===== config.mk =====
export PLATFORM = sky130hd
export DESIGN_NAME = serial_frame_tx
export DESIGN_NICKNAME = d
export VERILOG_FILES = /design/src/rtl/serial_pkg.sv /design/src/rtl/bit_timer.sv /design/src/rtl/serial_frame_tx.sv
export SDC_FILE = /design/constraint.sdc
export NUM_CORES = 1
export LEC_CHECK = 0
export BUFFER_PORTS_ARGS = -buffer_cell sky130_fd_sc_hd__buf_2
export CORE_MARGIN = 2
export CORE_UTILIZATION = 56
export DETAILED_ROUTE_END_ITERATION = 7
export PLACE_DENSITY = 0.78
export SYNTH_ARGS = -nofsm -noshare
export SYNTH_HDL_FRONTEND = slang
export SYNTH_SLANG_ARGS = --single-unit

===== constraint.sdc =====
create_clock -name clk -period 4.14 [get_ports clk]
set_clock_uncertainty 0.05 [all_clocks]
set_input_delay 0.828 -clock clk [delete_from_list [all_inputs] [get_ports clk]]
set_output_delay 0.828 -clock clk [all_outputs]
set_load 0.02 [all_outputs]

===== src/rtl/serial_pkg.sv =====
// Shared line levels and frame state encoding for the serial transmitter and
// the matching receiver.
package serial_pkg;

    typedef enum logic [2:0] {
        ST_IDLE   = 3'd0,
        ST_START  = 3'd1,
        ST_DATA   = 3'd2,
        ST_PARITY = 3'd3,
        ST_STOP   = 3'd4
    } state_t;

    localparam logic LINE_IDLE = 1'b1;
    localparam logic START_BIT = 1'b0;
    localparam logic STOP_BIT  = 1'b1;

endpackage


===== src/rtl/bit_timer.sv =====
// Bit-period down-counter: reloads on load, flags the last clock of each period.
// bit_end_nxt_c is the value bit_end takes after the coming edge.
module bit_timer #(
    parameter int unsigned CLKS_PER_BIT = 4
) (
    input  logic clk,
    input  logic rst_n,
    input  logic load,
    output logic bit_end,
    output logic bit_end_nxt_c
);

    localparam int unsigned CNT_W = (CLKS_PER_BIT > 1) ? $clog2(CLKS_PER_BIT) : 1;
    localparam logic [CNT_W-1:0] RELOAD = CNT_W'(CLKS_PER_BIT - 1);

    logic [CNT_W-1:0] cnt_q, cnt_d;
    logic             bit_end_q;

    // Count down to zero and hold there until the next load.
    always_comb begin
        cnt_d = cnt_q;
        if (load) begin
            cnt_d = RELOAD;
        end else if (cnt_q != '0) begin
            cnt_d = cnt_q - CNT_W'(1);
        end
    end

    assign bit_end_nxt_c = (cnt_d == '0);

    always_ff @(posedge clk or negedge rst_n) begin
        if (!rst_n) begin
            cnt_q     <= '0;
            bit_end_q <= 1'b1;
        end else begin
            cnt_q     <= cnt_d;
            bit_end_q <= bit_end_nxt_c;
        end
    end

    assign bit_end = bit_end_q;

endmodule


===== src/rtl/serial_frame_tx.sv =====
// Parallel-to-serial frame transmitter: idle-high line, start / LSB-first data /
// optional even parity / stop, each bit held CLKS_PER_BIT clocks.
module serial_frame_tx
    import serial_pkg::*;
#(
    parameter int unsigned DATA_W       = 8,
    parameter int unsigned CLKS_PER_BIT = 4,
    parameter int unsigned PARITY_EN    = 1
) (
    input  logic              clk,
    input  logic              rst_n,
    input  logic [DATA_W-1:0] tx_data,
    input  logic              tx_valid,
    output logic              tx_ready,
    output logic              tx_out,
    output logic              tx_busy,
    output logic              frame_done
);

    localparam int unsigned       BIT_W    = (DATA_W > 1) ? $clog2(DATA_W) : 1;
    localparam logic [BIT_W-1:0]  LAST_BIT = BIT_W'(DATA_W - 1);

    state_t            state_q, state_d;
    logic [DATA_W-1:0] shift_q, shift_d;
    logic [BIT_W-1:0]  bit_cnt_q, bit_cnt_d;
    logic              parity_q, parity_d;
    logic              tx_out_q, tx_out_d;
    logic              tx_ready_q, tx_ready_d;
    logic              tx_busy_q, tx_busy_d;
    logic              frame_done_q, frame_done_d;
    logic              load_c;
    logic              bit_end;
    logic              bit_end_nxt_c;

    bit_timer #(
        .CLKS_PER_BIT (CLKS_PER_BIT)
    ) u_bit_timer (
        .clk           (clk),
        .rst_n         (rst_n),
        .load          (load_c),
        .bit_end       (bit_end),
        .bit_end_nxt_c (bit_end_nxt_c)
    );

    // Next state, datapath and registered line level derived from the next state.
    always_comb begin
        state_d   = state_q;
        shift_d   = shift_q;
        bit_cnt_d = bit_cnt_q;
        parity_d  = parity_q;
        load_c    = 1'b0;

        case (state_q)
            ST_IDLE: begin
                if (tx_valid && tx_ready_q) begin
                    shift_d   = tx_data;
                    parity_d  = ^tx_data;
                    bit_cnt_d = '0;
                    state_d   = ST_START;
                    load_c    = 1'b1;
                end
            end
            ST_START: begin
                if (bit_end) begin
                    state_d = ST_DATA;
                    load_c  = 1'b1;
                end
            end
            ST_DATA: begin
                if (bit_end) begin
                    load_c = 1'b1;
                    if (bit_cnt_q == LAST_BIT) begin
                        state_d = (PARITY_EN != 0) ? ST_PARITY : ST_STOP;
                    end else begin
                        bit_cnt_d = bit_cnt_q + BIT_W'(1);
                        shift_d   = shift_q >> 1;
                    end
                end
            end
            ST_PARITY: begin
                if (bit_end) begin
                    state_d = ST_STOP;
                    load_c  = 1'b1;
                end
            end
            ST_STOP: begin
                if (bit_end) begin
                    state_d = ST_IDLE;
                end
            end
            default: state_d = ST_IDLE;
        endcase

        case (state_d)
            ST_START:  tx_out_d = START_BIT;
            ST_DATA:   tx_out_d = shift_d[0];
            ST_PARITY: tx_out_d = parity_d;
            ST_STOP:   tx_out_d = STOP_BIT;
            default:   tx_out_d = LINE_IDLE;
        endcase

        tx_ready_d = (state_d == ST_IDLE);
        tx_busy_d  = (state_d != ST_IDLE);
    end

    // Kept outside the block above so the timer feedback path stays acyclic.
    assign frame_done_d = (state_d == ST_STOP) && bit_end_nxt_c;

    always_ff @(posedge clk or negedge rst_n) begin
        if (!rst_n) begin
            state_q      <= ST_IDLE;
            shift_q      <= '0;
            bit_cnt_q    <= '0;
            parity_q     <= 1'b0;
            tx_out_q     <= LINE_IDLE;
            tx_ready_q   <= 1'b1;
            tx_busy_q    <= 1'b0;
            frame_done_q <= 1'b0;
        end else begin
            state_q      <= state_d;
            shift_q      <= shift_d;
            bit_cnt_q    <= bit_cnt_d;
            parity_q     <= parity_d;
            tx_out_q     <= tx_out_d;
            tx_ready_q   <= tx_ready_d;
            tx_busy_q    <= tx_busy_d;
            frame_done_q <= frame_done_d;
        end
    end

    assign tx_out     = tx_out_q;
    assign tx_ready   = tx_ready_q;
    assign tx_busy    = tx_busy_q;
    assign frame_done = frame_done_q;

endmodule


==> reports/results.md <==
* 0 — number of nets with antenna violations after detailed routing
* 1.95 ns — Final Worst Setup Slack
* 0.220 mW — net switching power of the design
* 0 — number of failing setup endpoints in the final timing report
* 0 — # diodes
* 48.0 um — die boundary width
* 93 — gate count after technology mapping
* 709 — number of global-route vias before repair
* 0 — Hold-fix buffers, CTS
* 0 — total congestion overflow
* reg2reg — Critical Setup Path Class
* sky130_fd_sc_hd__dfrtp_1 — Primary FF master, synth
* 3 — clock buffers created by TritonCTS
* 5.45 — vias per cell
* 0 — count of maximum capacitance violations
* 0.315 mV — worst ir drop on vdd
* 15 — Std-Cell Rows
* 120 — layout net count
* no — setup repair after global routing missed its margin
* 9.36% — Layout area overhead
* flip-flop — startpoint types
* 1.87 ns — Place WS
* 4 — Pre-antenna DRT Iters
* 61.3% — effective utilization at floorplan
* 9 — Iteration-0 DRC Markers
* 0 — DRC violations left
* 0 — number of enable-type register cells in the synthesized netlist
* 100% — proportion of synthesized flip-flops having asynchronous set or reset
* 22 — total number of clock tree sinks
* 0.00230 mm^2 — Die Outline Area
* 0.406 ns — worst hold slack
* 11.6 um^2 — mean instance size in the synthesized netlist
* 15 — Boundary Pins
* 0 — final count of hold timing violations
* 106 — synthesized net count
* 33.6% — switching portion of total power
* 0.837 — RD Place Congestion
* 14.1 um — post-detailed-route wirelength per cell
* 4.29 ns — Worst Path Required
* 0.694 ns — worst-margin pin slew
* 26 — library cells used by synthesis
* in2async — HP Class
* 0.00115 mm^2 — placement-stage cell area
* 22 — number of storage elements in the synthesis netlist
* 51.2% — Seq/Total Area, Yosys
* finished, final reports clean — outcome
* 0 — total number of yosys warnings
* 0.581 nW — Leakage Power
* 0.12 ns — clock edge transition at the registers on the reported setup and hold paths
* 714 — vias after detailed routing
* yes — clock tree from TritonCTS
* 17.8% — clock share of power
* 0.434 mW — Cell Int Power
* 2 — number of buffers on the longest clock path
* 553 mW/mm^2 — power density of the placed cells
* 1.84 mm — total length of routed wires
* 0.30 ns — clock latency on the worst-skew pair
* 0 — number of resized instances in the post-cts repair step
* 0.00108 mm^2 — netlist area before placement
* 457 MHz — Max Clock Freq
* 0.00118 mm^2 — post-route standard cell area excluding fillers
* 19.5% — GRT Total Usage
* 0 — Final Max Tran Viols
* 0 — number of setup buffers added after CTS
* 2.19 ns — final critical delay including setup and external delays
* 23 — largest net degree at the start of global routing
* 11 — Max Fanout on Critical Path
* 0 — antenna violations before repair
* 0 ns — Final TNS setup
* 53.4% — Relative slew margins
* 3.06 mm — first-pass GRT wire length
* 52.8% — Final Cycle Share
* 0.00176 mm^2 — placeable core region
* 1 — H-tree depth reported by CTS
* sky130_fd_sc_hd__clkbuf_4 — cell at the root of the clock tree
* 32.2% — combinational share of power
* 2.34 ns — critical path data arrival time
* 27.4% — fraction of final layout cells sized beyond drive strength 1
* 14 — number of input and output port buffers inserted
* flip-flop — Setup crit end kind
* 50.0% — register share of total power
* 1.28 mm — sum of net half-perimeters after detailed placement
* 48.0 um — Die Height
cells in the mapped netlist (2+ instances only):
cell | count | area (um^2)
sky130_fd_sc_hd__nor2_1 | 6 | 22.5
sky130_fd_sc_hd__ha_1 | 2 | 25.0
sky130_fd_sc_hd__nor4_4 | 2 | 42.5
sky130_fd_sc_hd__buf_4 | 2 | 15.0
sky130_fd_sc_hd__o21ai_0 | 4 | 20.0
sky130_fd_sc_hd__a21o_1 | 9 | 67.6
sky130_fd_sc_hd__nand2b_1 | 2 | 12.5
sky130_fd_sc_hd__a21oi_1 | 7 | 35.0
sky130_fd_sc_hd__buf_2 | 2 | 10.0
sky130_fd_sc_hd__mux2_2 | 2 | 22.5
sky130_fd_sc_hd__nand2_1 | 3 | 11.3
sky130_fd_sc_hd__nand3_1 | 3 | 15.0
sky130_fd_sc_hd__dfrtp_1 | 19 | 475
sky130_fd_sc_hd__nor3b_1 | 2 | 15.0
sky130_fd_sc_hd__a22o_1 | 9 | 78.8
sky130_fd_sc_hd__xnor2_1 | 7 | 61.3
sky130_fd_sc_hd__dfstp_2 | 3 | 78.8
cell families after synthesis:
logic type,share of synthesized area (%)
AOI/OAI and AO/OA,20.3
and+or+nand+nor,12.1
xor gates and xnor gates,6.47
muxes,3.47
buffers and inverters,4.05
adders and majority gates,2.31
DFF,51.2
state kept, by name, indices dropped and copies added, names as in the netlist, 2 cells and up:
register and cells:
shift_q 8, u_bit_timer.cnt_q 2, state_q 3, bit_cnt_q 3
layer usage:
layer | vias up | wire length (um) | global-route usage [%]
li1 | 356 | - | -
met1 | 349 | 870 | 26.0
met2 | 7 | 931 | 31.2
met3 | 2 | 29 | 2.26
met4 | 0 | 12 | 9.73
met5 | - | 0 | 0
cell usage in the layout (no fill, tap or decap):
master                      n
sky130_fd_sc_hd__dfrtp_1   19
sky130_fd_sc_hd__buf_2     14
sky130_fd_sc_hd__a21o_1     9
sky130_fd_sc_hd__a22o_1     9
sky130_fd_sc_hd__a21oi_1    7
sky130_fd_sc_hd__xnor2_1    7
sky130_fd_sc_hd__nor2_1     6
sky130_fd_sc_hd__o21ai_0    4
sky130_fd_sc_hd__nand3_1    3
sky130_fd_sc_hd__nand2_1    3
sky130_fd_sc_hd__clkbuf_4   3
sky130_fd_sc_hd__dfstp_2    3
sky130_fd_sc_hd__nand2b_1   2
sky130_fd_sc_hd__mux2_2     2
sky130_fd_sc_hd__nor4_4     2
sky130_fd_sc_hd__nor3b_1    2
sky130_fd_sc_hd__ha_1       2
sky130_fd_sc_hd__inv_1      1
sky130_fd_sc_hd__inv_2      1
sky130_fd_sc_hd__xor2_1     1
sky130_fd_sc_hd__o32ai_1    1
sky130_fd_sc_hd__o211a_1    1
sky130_fd_sc_hd__nor2_2     1
sky130_fd_sc_hd__or2_2      1
sky130_fd_sc_hd__mux2_4     1
sky130_fd_sc_hd__clkbuf_8   1
critical path, stage by stage, from the launching register on:
cell,delay [ns]
sky130_fd_sc_hd__dfrtp_1,0.41
sky130_fd_sc_hd__ha_1,0.21
sky130_fd_sc_hd__ha_1,0.25
sky130_fd_sc_hd__nor4_4,0.63
sky130_fd_sc_hd__nor2_2,0.21
sky130_fd_sc_hd__mux2_2,0.32
metrics by stage:
stage | std cells | utilization [%] | power, mW
floorplan | 93 | - | 0.502
global placement | 127 | 65.0 | 0.533
detailed placement | 127 | 65.0 | 0.542
CTS | 131 | 67.1 | 0.661
global route | 131 | 67.1 | 0.702
finish | 131 | 67.1 | 0.654
power by group through the flow:
stage                     logic [mW]  clock network [mW]  registers, mW
after floorplan                0.177                   0          0.324
after global routing           0.238               0.129          0.335
after detailed placement       0.211                   0          0.331
final                          0.211               0.117          0.327
after CTS                      0.212               0.122          0.326
after global placement         0.205                   0          0.329
area by class of cell:
cell class | count | area (um^2)
timing repair buffer | 14 | 70.1
sequential | 22 | 554
tap | 25 | 31.3
multi-input combinational | 64 | 484
inverter | 2 | 7.51
clock buffer | 4 | 36.3
fill | 164 | 581
final timing paths:
check | from | to | slack (ns) | depth (start not counted)
setup / recovery | bit_cnt_q[0] | bit_cnt_q[2] | 1.95 | 5
hold reg to reg | u_bit_timer.cnt_q[1] | u_bit_timer.bit_end | 0.41 | 1
hold / removal | rst_n | state_q[0] | 0.41 | 1
setup reg to reg | bit_cnt_q[0] | bit_cnt_q[2] | 1.95 | 5
min in group clk | u_bit_timer.cnt_q[1] | u_bit_timer.bit_end | 0.41 | 1
max in group asynchronous | rst_n | tx_ready | 3.29 | 1
(Power assumes the default switching activity.)
